==> src/rtl/block_layer_pkg.sv <==
// Shared types for the block-sprite layer: descriptor record, palette codes and
// the per-channel palette expansion helper.
package block_layer_pkg;

  localparam int COORD_W = 11;
  localparam int REL_W   = 12;

  typedef struct packed {
    logic [COORD_W-1:0] xs;
    logic [COORD_W-1:0] ys;
    logic [2:0]         color;
    logic               vis;
    logic               flash;
  } desc_t;

  typedef enum logic [1:0] {
    PLT_KEY   = 2'b00,
    PLT_WHITE = 2'b01,
    PLT_DIM   = 2'b10,
    PLT_FULL  = 2'b11
  } plt_code_t;

  // Returns {msb, rest}: the channel is the msb bit followed by W-1 copies of rest.
  function automatic logic [1:0] plt_chan(plt_code_t code, logic cbit);
    logic [1:0] r;
    case (code)
      PLT_WHITE: r = 2'b11;
      PLT_DIM:   r = {1'b0, cbit};
      PLT_FULL:  r = {cbit, cbit};
      default:   r = 2'b00;
    endcase
    return r;
  endfunction

endpackage

==> src/rtl/block_layer_src_hit_sel.sv <==
// Combinational priority search over all block descriptors; the lowest enabled
// index whose square covers the scan pixel wins.
module block_hit_sel
  import block_layer_pkg::*;
#(
  parameter int N_BLK    = 15,
  parameter int BLK_LOG2 = 5,
  parameter int IDXW     = 4
) (
  input  logic [COORD_W-1:0]  x_i,
  input  logic [COORD_W-1:0]  y_i,
  input  logic [COORD_W-1:0]  xs_i [N_BLK],
  input  logic [COORD_W-1:0]  ys_i [N_BLK],
  input  logic [N_BLK-1:0]    en_i,
  output logic                hit_o,
  output logic [IDXW-1:0]     idx_o,
  output logic [BLK_LOG2-1:0] xr_o,
  output logic [BLK_LOG2-1:0] yr_o
);

  logic [REL_W-1:0] xr_a [N_BLK];
  logic [REL_W-1:0] yr_a [N_BLK];
  logic [N_BLK-1:0] in_a;

  // Sign bit and all bits above the block edge must be clear for 0 <= rel < 2**BLK_LOG2.
  for (genvar i = 0; i < N_BLK; i++) begin : g_rel
    assign xr_a[i] = {1'b0, x_i} - {1'b0, xs_i[i]};
    assign yr_a[i] = {1'b0, y_i} - {1'b0, ys_i[i]};
    assign in_a[i] = en_i[i]
                   && (xr_a[i][REL_W-1:BLK_LOG2] == '0)
                   && (yr_a[i][REL_W-1:BLK_LOG2] == '0);
  end

  always_comb begin
    hit_o = 1'b0;
    idx_o = '0;
    xr_o  = '0;
    yr_o  = '0;
    for (int i = N_BLK - 1; i >= 0; i--) begin
      if (in_a[i]) begin
        hit_o = 1'b1;
        idx_o = IDXW'(i);
        xr_o  = xr_a[i][BLK_LOG2-1:0];
        yr_o  = yr_a[i][BLK_LOG2-1:0];
      end
    end
  end

endmodule

==> src/rtl/block_ram_lut.sv <==
// Simple dual-port synchronous RAM; a read colliding with a write returns the old word.
module block_ram_lut #(
  parameter int DATA_WIDTH = 2,
  parameter int ADDR_WIDTH = 10
) (
  input  logic                  clk_i,
  input  logic                  we_i,
  input  logic [ADDR_WIDTH-1:0] addr_w_i,
  input  logic [DATA_WIDTH-1:0] din_i,
  input  logic [ADDR_WIDTH-1:0] addr_r_i,
  output logic [DATA_WIDTH-1:0] dout_o
);

  logic [DATA_WIDTH-1:0] mem_q [2**ADDR_WIDTH];

  always_ff @(posedge clk_i) begin
    if (we_i) mem_q[addr_w_i] <= din_i;
    dout_o <= mem_q[addr_r_i];
  end

endmodule

==> src/rtl/block_layer_src.sv <==
// Block-sprite layer: descriptor table, priority hit search, sprite RAM lookup and
// palette resolve in a 3-stage pipeline. BLOCK_LAYER_FLASH_EN enables per-block flashing.
module block_layer_src
  import block_layer_pkg::*;
#(
  parameter int            N_BLK     = 15,
  parameter int            CD        = 12,
  parameter int            BLK_LOG2  = 5,
  parameter logic [CD-1:0] KEY_COLOR = '0,
  parameter int            FLASH_DIV = 8,
  localparam int           IDXW      = (N_BLK > 1) ? $clog2(N_BLK) : 1
) (
  input  logic                  clk,
  input  logic                  reset,
  input  logic [10:0]           x,
  input  logic [10:0]           y,
  input  logic                  frame_tick,
  input  logic                  desc_we,
  input  logic [IDXW-1:0]       desc_idx,
  input  logic [10:0]           desc_xs,
  input  logic [10:0]           desc_ys,
  input  logic [2:0]            desc_color,
  input  logic                  desc_vis,
  input  logic                  desc_flash,
  input  logic                  spr_we,
  input  logic [2*BLK_LOG2-1:0] spr_addr_w,
  input  logic [1:0]            spr_pixel_in,
  output logic [CD-1:0]         sprite_rgb,
  output logic                  sprite_hit
);

  localparam int AW = 2 * BLK_LOG2;
  localparam int W  = CD / 3;

  desc_t desc_q [N_BLK];
  desc_t desc_wr;
  logic  flash_phase;

  assign desc_wr = '{xs: desc_xs, ys: desc_ys, color: desc_color, vis: desc_vis, flash: desc_flash};

  always_ff @(posedge clk or posedge reset) begin
    if (reset) begin
      for (int i = 0; i < N_BLK; i++) desc_q[i] <= '0;
    end else if (desc_we) begin
      for (int i = 0; i < N_BLK; i++)
        if (desc_idx == IDXW'(i)) desc_q[i] <= desc_wr;
    end
  end

`ifdef BLOCK_LAYER_FLASH_EN
  localparam int FCW = (FLASH_DIV > 1) ? $clog2(FLASH_DIV) : 1;
  logic [FCW-1:0] flash_cnt_q, flash_cnt_d;
  logic           flash_phase_q, flash_phase_d;

  always_comb begin
    flash_cnt_d   = flash_cnt_q;
    flash_phase_d = flash_phase_q;
    if (frame_tick) begin
      if (flash_cnt_q == FCW'(FLASH_DIV - 1)) begin
        flash_cnt_d   = '0;
        flash_phase_d = ~flash_phase_q;
      end else begin
        flash_cnt_d = flash_cnt_q + FCW'(1);
      end
    end
  end

  always_ff @(posedge clk or posedge reset) begin
    if (reset) begin
      flash_cnt_q   <= '0;
      flash_phase_q <= 1'b0;
    end else begin
      flash_cnt_q   <= flash_cnt_d;
      flash_phase_q <= flash_phase_d;
    end
  end

  assign flash_phase = flash_phase_q;
`else
  logic unused_frame_tick;
  assign unused_frame_tick = frame_tick;
  assign flash_phase       = 1'b0;
`endif

  // Stage 0: hit search on the pre-write descriptor table.
  logic [10:0]         xs_a [N_BLK];
  logic [10:0]         ys_a [N_BLK];
  logic [N_BLK-1:0]    en_a;
  logic                hit_s0;
  logic [IDXW-1:0]     idx_s0;
  logic [BLK_LOG2-1:0] xr_s0, yr_s0;
  logic [2:0]          color_s0;

  always_comb begin
    for (int i = 0; i < N_BLK; i++) begin
      xs_a[i] = desc_q[i].xs;
      ys_a[i] = desc_q[i].ys;
      en_a[i] = desc_q[i].vis & ~(desc_q[i].flash & flash_phase);
    end
  end

  block_hit_sel #(.N_BLK(N_BLK), .BLK_LOG2(BLK_LOG2), .IDXW(IDXW)) u_hit_sel (
    .x_i   (x),
    .y_i   (y),
    .xs_i  (xs_a),
    .ys_i  (ys_a),
    .en_i  (en_a),
    .hit_o (hit_s0),
    .idx_o (idx_s0),
    .xr_o  (xr_s0),
    .yr_o  (yr_s0)
  );

  always_comb begin
    color_s0 = 3'b000;
    for (int i = 0; i < N_BLK; i++)
      if (idx_s0 == IDXW'(i)) color_s0 = desc_q[i].color;
  end

  // Stage 1/2/3 pipeline registers.
  logic          hit1_q, hit1_d, hit2_q, hit3_q, hit3_d;
  logic [2:0]    color1_q, color1_d, color2_q;
  logic [AW-1:0] addr1_q, addr1_d;
  logic [CD-1:0] rgb3_q, rgb3_d, rgb_res;
  logic [1:0]    ram_rd;
  plt_code_t     code2;

  always_comb begin
    hit1_d   = hit_s0;
    color1_d = hit_s0 ? color_s0 : 3'b000;
    addr1_d  = hit_s0 ? {yr_s0, xr_s0} : '0;
  end

  block_ram_lut #(.DATA_WIDTH(2), .ADDR_WIDTH(AW)) u_spr_ram (
    .clk_i    (clk),
    .we_i     (spr_we),
    .addr_w_i (spr_addr_w),
    .din_i    (spr_pixel_in),
    .addr_r_i (addr1_q),
    .dout_o   (ram_rd)
  );

  assign code2 = plt_code_t'(ram_rd);

  // Channel c=0 is red (top bits), driven by color bit 2.
  for (genvar c = 0; c < 3; c++) begin : g_chan
    logic [1:0] pc;
    assign pc = plt_chan(code2, color2_q[2-c]);
    assign rgb_res[CD-1-c*W -: W] = {pc[1], {(W-1){pc[0]}}};
  end

  always_comb begin
    rgb3_d = KEY_COLOR;
    hit3_d = 1'b0;
    if (hit2_q && code2 != PLT_KEY) begin
      rgb3_d = rgb_res;
      hit3_d = 1'b1;
    end
  end

  always_ff @(posedge clk or posedge reset) begin
    if (reset) begin
      hit1_q   <= 1'b0;
      color1_q <= 3'b000;
      addr1_q  <= '0;
      hit2_q   <= 1'b0;
      color2_q <= 3'b000;
      hit3_q   <= 1'b0;
      rgb3_q   <= KEY_COLOR;
    end else begin
      hit1_q   <= hit1_d;
      color1_q <= color1_d;
      addr1_q  <= addr1_d;
      hit2_q   <= hit1_q;
      color2_q <= color1_q;
      hit3_q   <= hit3_d;
      rgb3_q   <= rgb3_d;
    end
  end

  assign sprite_rgb = rgb3_q;
  assign sprite_hit = hit3_q;

endmodule

==> config.mk <==
export PLATFORM = sky130hd
export DESIGN_NAME = block_layer_src
export DESIGN_NICKNAME = d
export VERILOG_FILES = /design/src/rtl/block_layer_pkg.sv /design/src/rtl/block_layer_src_hit_sel.sv /design/src/rtl/block_ram_lut.sv /design/src/rtl/block_layer_src.sv
export SDC_FILE = /design/constraint.sdc
export NUM_CORES = 2
export LEC_CHECK = 0
export BUFFER_PORTS_ARGS = -buffer_cell sky130_fd_sc_hd__clkbuf_2
export CAP_MARGIN = 20
export CORE_MARGIN = 10
export CORE_UTILIZATION = 35
export CTS_CLUSTER_SIZE = 14
export DETAILED_ROUTE_END_ITERATION = 7
export SYNTH_ARGS = -nofsm -noshare
export SYNTH_HDL_FRONTEND = slang
export SYNTH_SLANG_ARGS = --single-unit
==> constraint.sdc <==
create_clock -name clk -period 18 [get_ports clk]
set_input_delay 3.6 -clock clk [delete_from_list [all_inputs] [get_ports clk]]
set_output_delay 3.6 -clock clk [all_outputs]
set_load 0.01 [all_outputs]
# == Yosys cells after proc, flatten, opt, wreduce, memory -nomap -nowiden ==
# Memories as Yosys holds them, arrays and structs flattened. A register that Yosys moved wholly into a read port is not among the register bits.
# Index checks and enable logic that the tools add are counted.
# W data, S select, Z words.
# totals
wordCells,292
inputBits,70
mem_bits_ro,0
memories,1
latch_bits,0
out_inout_bits,13
ram_bits,2048
ff_bits,421
# mem_list
name,depth,width,rd,rd_clocked_by_memory_dff,wr,line_no,text
u_spr_ram.mem_q,1024,2,1,1,1,block_ram_lut.sv:14,logic [DATA_WIDTH-1:0] mem_q [2**ADDR_WIDTH];
# op_classes
addsub,30
muxes,84
order_cmp,0
n_reduce_logical,79
bitwise,0
n_eq_ne,31
div,0
multipliers,0
n_shift,0
# op_table
operator,n
$sub A11 B11 Y12,30
$logic_not A7 Y1,30
$mux W5,30
$mux W4,15
$eq A4 B4 Y1 const B,14
$mux W3,16
$eq A4 B3 Y1 const B,8
$logic_and A1 B1 Y1,31
$reduce_and A2 Y1,15
$mux W1,18
$pmux W2 S3,3
$eq A4 B2 Y1 const B,4
$mux W12,1
$mux W10,1
$eq A4 B1 Y1 const B,2
$logic_not A4 Y1,2
$eq A2 B2 Y1 const B,2
$eq A2 B1 Y1 const B,1
$reduce_bool A2 Y1,1

# == Logic depth before layout (Yosys ltp) ==
# logic_depth
ltp_word,36
depth_mapped,20
mapped_depth_nobuf,18

# == Hierarchy ==
# Synthesis repeated with hierarchy kept, for this count alone.
# unflattened
cells_unflattened,8491
hier_area_um2,117985.7
# modules_own_cells
module,cells_each,area_each_um2,instances,seq_area_each_um2
block_ram_lut,4793,83757.8,1,61539.0
block_hit_sel,2673,18028.5,1,0.0
block_layer_src,1025,16199.3,1,10385.0

# == Worst setup path after synthesis ==
# Ideal clock, no wire load.
# synth_path
path_type,input to register
startpoint,input x[0]
endpoint,register color1_q[1]
stages,19
slack_ns,9.980
t_required_ns,17.880
arrival_ns,7.900
setup_ns,0.120
path_buffers,1
path_cell_list,inv_1 ha_1 inv_1 fa_1 a21oi_1 nor4_1 or4_1 a311o_1 a2111oi_2 nor4b_1 a21oi_1 o21a_1 o21ai_2 buf_4 mux2i_1 nand2_1 o211ai_1 a21oi_1 o211a_1
# synth_via
elab_chain_cells,36
elab_cells_between_ends,121
classes_between,add/sub: 15; eq/ne: 14; mux: 46; reduce/logical: 46
# synth_rtl
element,line_no,text
start: declaration,block_layer_src.sv:15,"input logic [10:0] x,"
$sub A11 B11 Y12,block_layer_src_hit_sel.sv:27,"assign xr_a[i] = {1'b0, x_i} - {1'b0, xs_i[i]};"
$logic_not A7 Y1,block_layer_src_hit_sel.sv:30,&& (xr_a[i][REL_W-1:BLK_LOG2] == '0)
$logic_and A1 B1 Y1,block_layer_src_hit_sel.sv:30,
$logic_and A1 B1 Y1,block_layer_src_hit_sel.sv:31,&& (yr_a[i][REL_W-1:BLK_LOG2] == '0);
$mux W4 (15 in series),block_layer_src_hit_sel.sv:40,if (in_a[i]) begin
$logic_not A4 Y1,block_layer_src.sv:117,if (idx_s0 == IDXW'(i)) color_s0 = desc_q[i].color;
$mux W3 (15 in series),block_layer_src.sv:117,
$mux W3 (*),block_layer_src.sv:130,color1_d = hit_s0 ? color_s0 : 3'b000;
net color1_d[1],block_layer_src.sv:122,"logic [2:0] color1_q, color1_d, color2_q;"
end signal: assignment,block_layer_src.sv:172,color1_q <= color1_d;
end: declaration,block_layer_src.sv:122,
# The timed path passes the listed nets; every way through them passes the cells marked *.
# A chain may end at the register's enable or synchronous reset.

# == Final worst setup path ==
# layout_path
startpoint,input x[2]
endpoint,register color1_q[1]
# The elaborated chain is that of the path after synthesis.

==> flow_results.org <==
** Synthesis
- Among all cell types in the netlist, the one instantiated most often is sky130_fd_sc_hd__edfxtp_1.
- Top-area cell type share of the netlist area :: 52.11%
- In this run, synthesis inferred 2,048 flip-flops with an integrated enable.
- In the synthesized netlist the dominant register cell turns out to be sky130_fd_sc_hd__edfxtp_1.
- Post-synth net total :: 8,814
- Biggest area contributors in the synthesized netlist :: sky130_fd_sc_hd__edfxtp_1 52%, sky130_fd_sc_hd__mux4_2 13%, sky130_fd_sc_hd__dfrtp_1 8.8%
- Synth Warn # :: 0
- Fraction of registers with async set or reset after synthesis :: 16.84%
- Flip-flop and latch count after synthesis :: 2,465
- Commonest cells in the netlist :: 2,048 x sky130_fd_sc_hd__edfxtp_1, 1,254 x sky130_fd_sc_hd__nor2_1, 682 x sky130_fd_sc_hd__mux4_2
- In this run, distinct cell masters in the synthesized netlist total 98.
- Summing every instance area after synthesis gives 118,000 um2.
- The cell count after synthesis came out at 8,384.
- The biggest area contributor in the post-synthesis netlist is sky130_fd_sc_hd__edfxtp_1.
- Post-synthesis sequential area ratio :: 60.95%
- Synthesized area per cell :: 14.08 um2

** Worst hold path
- Hold path depth :: 0
- Hold/Removal Path Class :: flip-flop to flip-flop
- The worst hold path begins at hit1_q$_DFF_PP0_.
- The path with the worst hold slack has its endpoint at hit2_q$_DFF_PP0_.

** Detailed routing
- Routed len/inst :: 25.34 um
- In the routed design, unresolved DRC markers number 0.
- Number of routed nets with antenna violations :: 0
- Aggregate routed wire length :: 332,300 um
- 1st-pass router iterations :: 6
- The detailed router finished its first iteration with 7,893 violations.
- Detailed routing inserted a total of 72,894 vias.
- Using the TritonRoute via totals, the vias-per-cell ratio works out to 5.558.

** Cells and area
- Final non-filler cell total :: 13,116
- Syn-to-layout area delta :: 12.79%
- Layout Nets :: 8,819
- Fraction of layout instances using a drive strength above 1 :: 19.17%
- The layout has 31,024 filler cells.

** CTS
- Total CTS buffers :: 272
- Clock latency on the worst-skew pair :: 0.92 ns
- The number of hold buffers added after CTS was 0.
- Clock slew at reported path FFs :: 0.05 ns
- Clock tree from TritonCTS :: yes
- CTS root buf :: sky130_fd_sc_hd__clkbuf_16
- Post-CTS timing repair inserted 0 buffers for setup.
- H-tree levels :: 5
- Post-cts gate resize count :: 0
- No sink is reached through more buffers than the 4 on the longest clock path.
- The clock net in this run drives a total of 2,465 sinks.

** Power and ir drop
- In this run the power density over the cells is 106.9 nW/um2.
- The analysis attributes to cell leakage a power of 44.21 nW.
- The worst-case IR drop observed on VDD is 0.09742 mV.

** Critical path
- WP data required :: 18.76 ns
- Buf/Inv on CP :: 1
- Critical setup path kind :: input pin to flip-flop
- Maximum fanout along the worst path :: 15
- Worst-case reg-to-reg path depth :: 7
- Nature of the critical path endpoint :: flip-flop
- The cell family contributing the most delay on the critical path is compound AO/OA/AOI/OAI gates.
- Worst R2R Start :: addr1_q[0]$_DFF_PP0_
- In this run the critical register-to-register path is captured at u_spr_ram.dout_o[1]$_DFF_P_.
- The worst setup path is launched from an input pin.
- Worst reg2reg setup slack :: 12.05 ns
- Worst path slowest cell :: sky130_fd_sc_hd__nor4b_2
- On the worst path, the slowest cell contributes a delay of 0.83 ns.
- Arr. time, crit path :: 9.53 ns
- Critical path cell sequence :: clkbuf_2, ha_1, a21o_1, a221oi_2, a21oi_1, xor2_1, or4_1, nor4b_2, nor2_1, a311oi_1, o21ai_1, or3_1, o221a_1, o221ai_2, o211a_1

** Floorplanning
- In this run the count of I/O pins placed on the die edge is 83.
- The die is 600.7 um tall.
- Effective utilization at floorplan :: 35.09%
- Row generation in the floorplan step produced 213 rows.
- The total area inside the core boundary comes to 336,300 um2.
- From left edge to right edge, the die measures 600.7 um.
- Area enclosed by the die boundary :: 360,800 um2

** Placement
- RD Place Congestion :: 0.9039
- Port buffering added 80 buffers.
- After detailed placement, the design holds a cell count of 12,600.
- HPWL after DPL :: 191,900 um

** Job
- Across the run, the number of max-cap violations was 0.

** STA
- In the final timing run, aggregate negative setup slack is 0 ns.
- The total count of hold-check failures in the final report is 0.
- For the pin with the worst max-slew slack, the measured transition is 1.172 ns.
- Final worst path period share :: 48.70%
- Across all hold checks on the routed design, the worst slack comes to 0.3556 ns.
- Final Slew Violations :: 0
- Worst setup skew after layout :: 0.08019 ns
- Final period demand of the worst path :: 8.766 ns
- Measured against its own limit, the worst slew margin works out to 21.72%.
- RSZ-0062 raised after global routing :: false
- Timing would allow up to 114.1 MHz.
- Total setup violations reported at the end of the flow :: 0

** GRT
- Total congestion overflow after global routing :: 0
- The number of antenna violations at the first check in global routing came to 13.
- Entering global routing, the biggest net connects 225 pins.
- Number of global-route vias before repair :: 73,749
- Global routing consumed, over all layers together, 17.60% of the routing resources.
- First-pass GRT wire length :: 485,000 um

** Outcome
- The flow ran to the end, and the final reports show no timing, DRC or antenna violations.
cells by family after synthesis:
kind of cell	synth area share [%]
adders and majority gates	4.008
muxes	15.66
buffers and inverters	3.063
DFF	60.95
xor gates and xnor gates	0.6828
and+or+nand+nor	9.213
AOI/OAI and AO/OA	6.431
routing by layer:
metal	track usage (%)	vias to the layer above	part of all wire, %
met5	0	-	0.0039
met4	6.777	2	4.3
met3	2.476	666	6.9
met2	29.05	2776	48
met1	23.63	37571	41
li1	-	31879	-
worst register-to-register path: stages (launching register included):
cell                      delay [ns]
sky130_fd_sc_hd__dfrtp_4        1.05
sky130_fd_sc_hd__buf_4          0.79
sky130_fd_sc_hd__buf_4          0.89
sky130_fd_sc_hd__mux4_2         0.68
sky130_fd_sc_hd__mux4_2         0.50
sky130_fd_sc_hd__mux4_2         0.58
sky130_fd_sc_hd__mux4_2         0.60
sky130_fd_sc_hd__mux4_2         0.64
area by class of cell:
type	instances	area [um2]	area share [%]
flip-flops and latches	2465	71940	54.05
inverters	457	1723	1.294
clock inverters	139	1320	0.9918
well taps	4515	5649	4.244
repair buffers	227	2195	1.649
diodes	6	15.01	0.01128
multi-input cells	4966	42840	32.19
clock buffers	341	7411	5.568
how the worst max path moves through the flow:
stage | start | end | slack (ns) | cells after the start
final | x[2] | color1_q[1]$_DFF_PP0_ | 9.23 | 15
after global routing | x[0] | color1_q[1]$_DFF_PP0_ | 9.06 | 19
after CTS | y[0] | color1_q[1]$_DFF_PP0_ | 9.35 | 19
after detailed placement | y[0] | color1_q[1]$_DFF_PP0_ | 8.44 | 19
after global placement | y[0] | color1_q[1]$_DFF_PP0_ | 8.51 | 19
after floorplan | reset | addr1_q[0]$_DFF_PP0_ | 2.85 | 1
layout by cell type, fill, tap and decap left out, drive strengths merged, types with 67 or more instances in the layout:
cell    Yosys  layout
dfrtp     415     415
nor3       93      93
o21ai     385     385
a21oi     200     200
edfxtp   2048    2048
inv       457     467
ha        330     330
clkbuf    347     419
mux4      682     682
nand2b     97      97
o21a       71      71
mux2      226     226
nand2     416     416
nand3      84      84
clkinv      0      96
nor2b      67      67
buf       149     149
nor2     1254    1254
a21o       71      71
flip-flops by register name, indices dropped and copies added, names as in the netlist:
name	cells
desc_q	390
hit2_q	1
sprite_hit	1
hit1_q	1
u_spr_ram.dout_o	2
color1_q	3
sprite_rgb	6
u_spr_ram.mem_q	2048
addr1_q	10
color2_q	3
where the power goes:
| group | switching [mW] | internal [mW] | leakage, nW | total (mW) |
|---|---|---|---|---|
| sequential | 0.0821 | 6.39 | 23.5 | 6.48 |
| combinational | 1.35 | 0.867 | 16.5 | 2.22 |
| clock | 2.30 | 3.24 | 4.27 | 5.53 |
| total | 3.73 | 10.5 | 44.2 | 14.2 |
per-stage QoR:
step                      power [mW]  area [um2]  utilization [%]  worst slack [ns]
after global placement         8.711      123500            36.72             8.512
after floorplan                8.133      118000                -             2.850
after detailed placement       8.762      123600            36.75             8.440
final                          14.22      133100            39.57             9.234
after CTS                      14.28      132300            39.34             9.349
after global routing           14.79      133100            39.57             9.056
No activity file was read; power rests on OpenSTA's default activity.
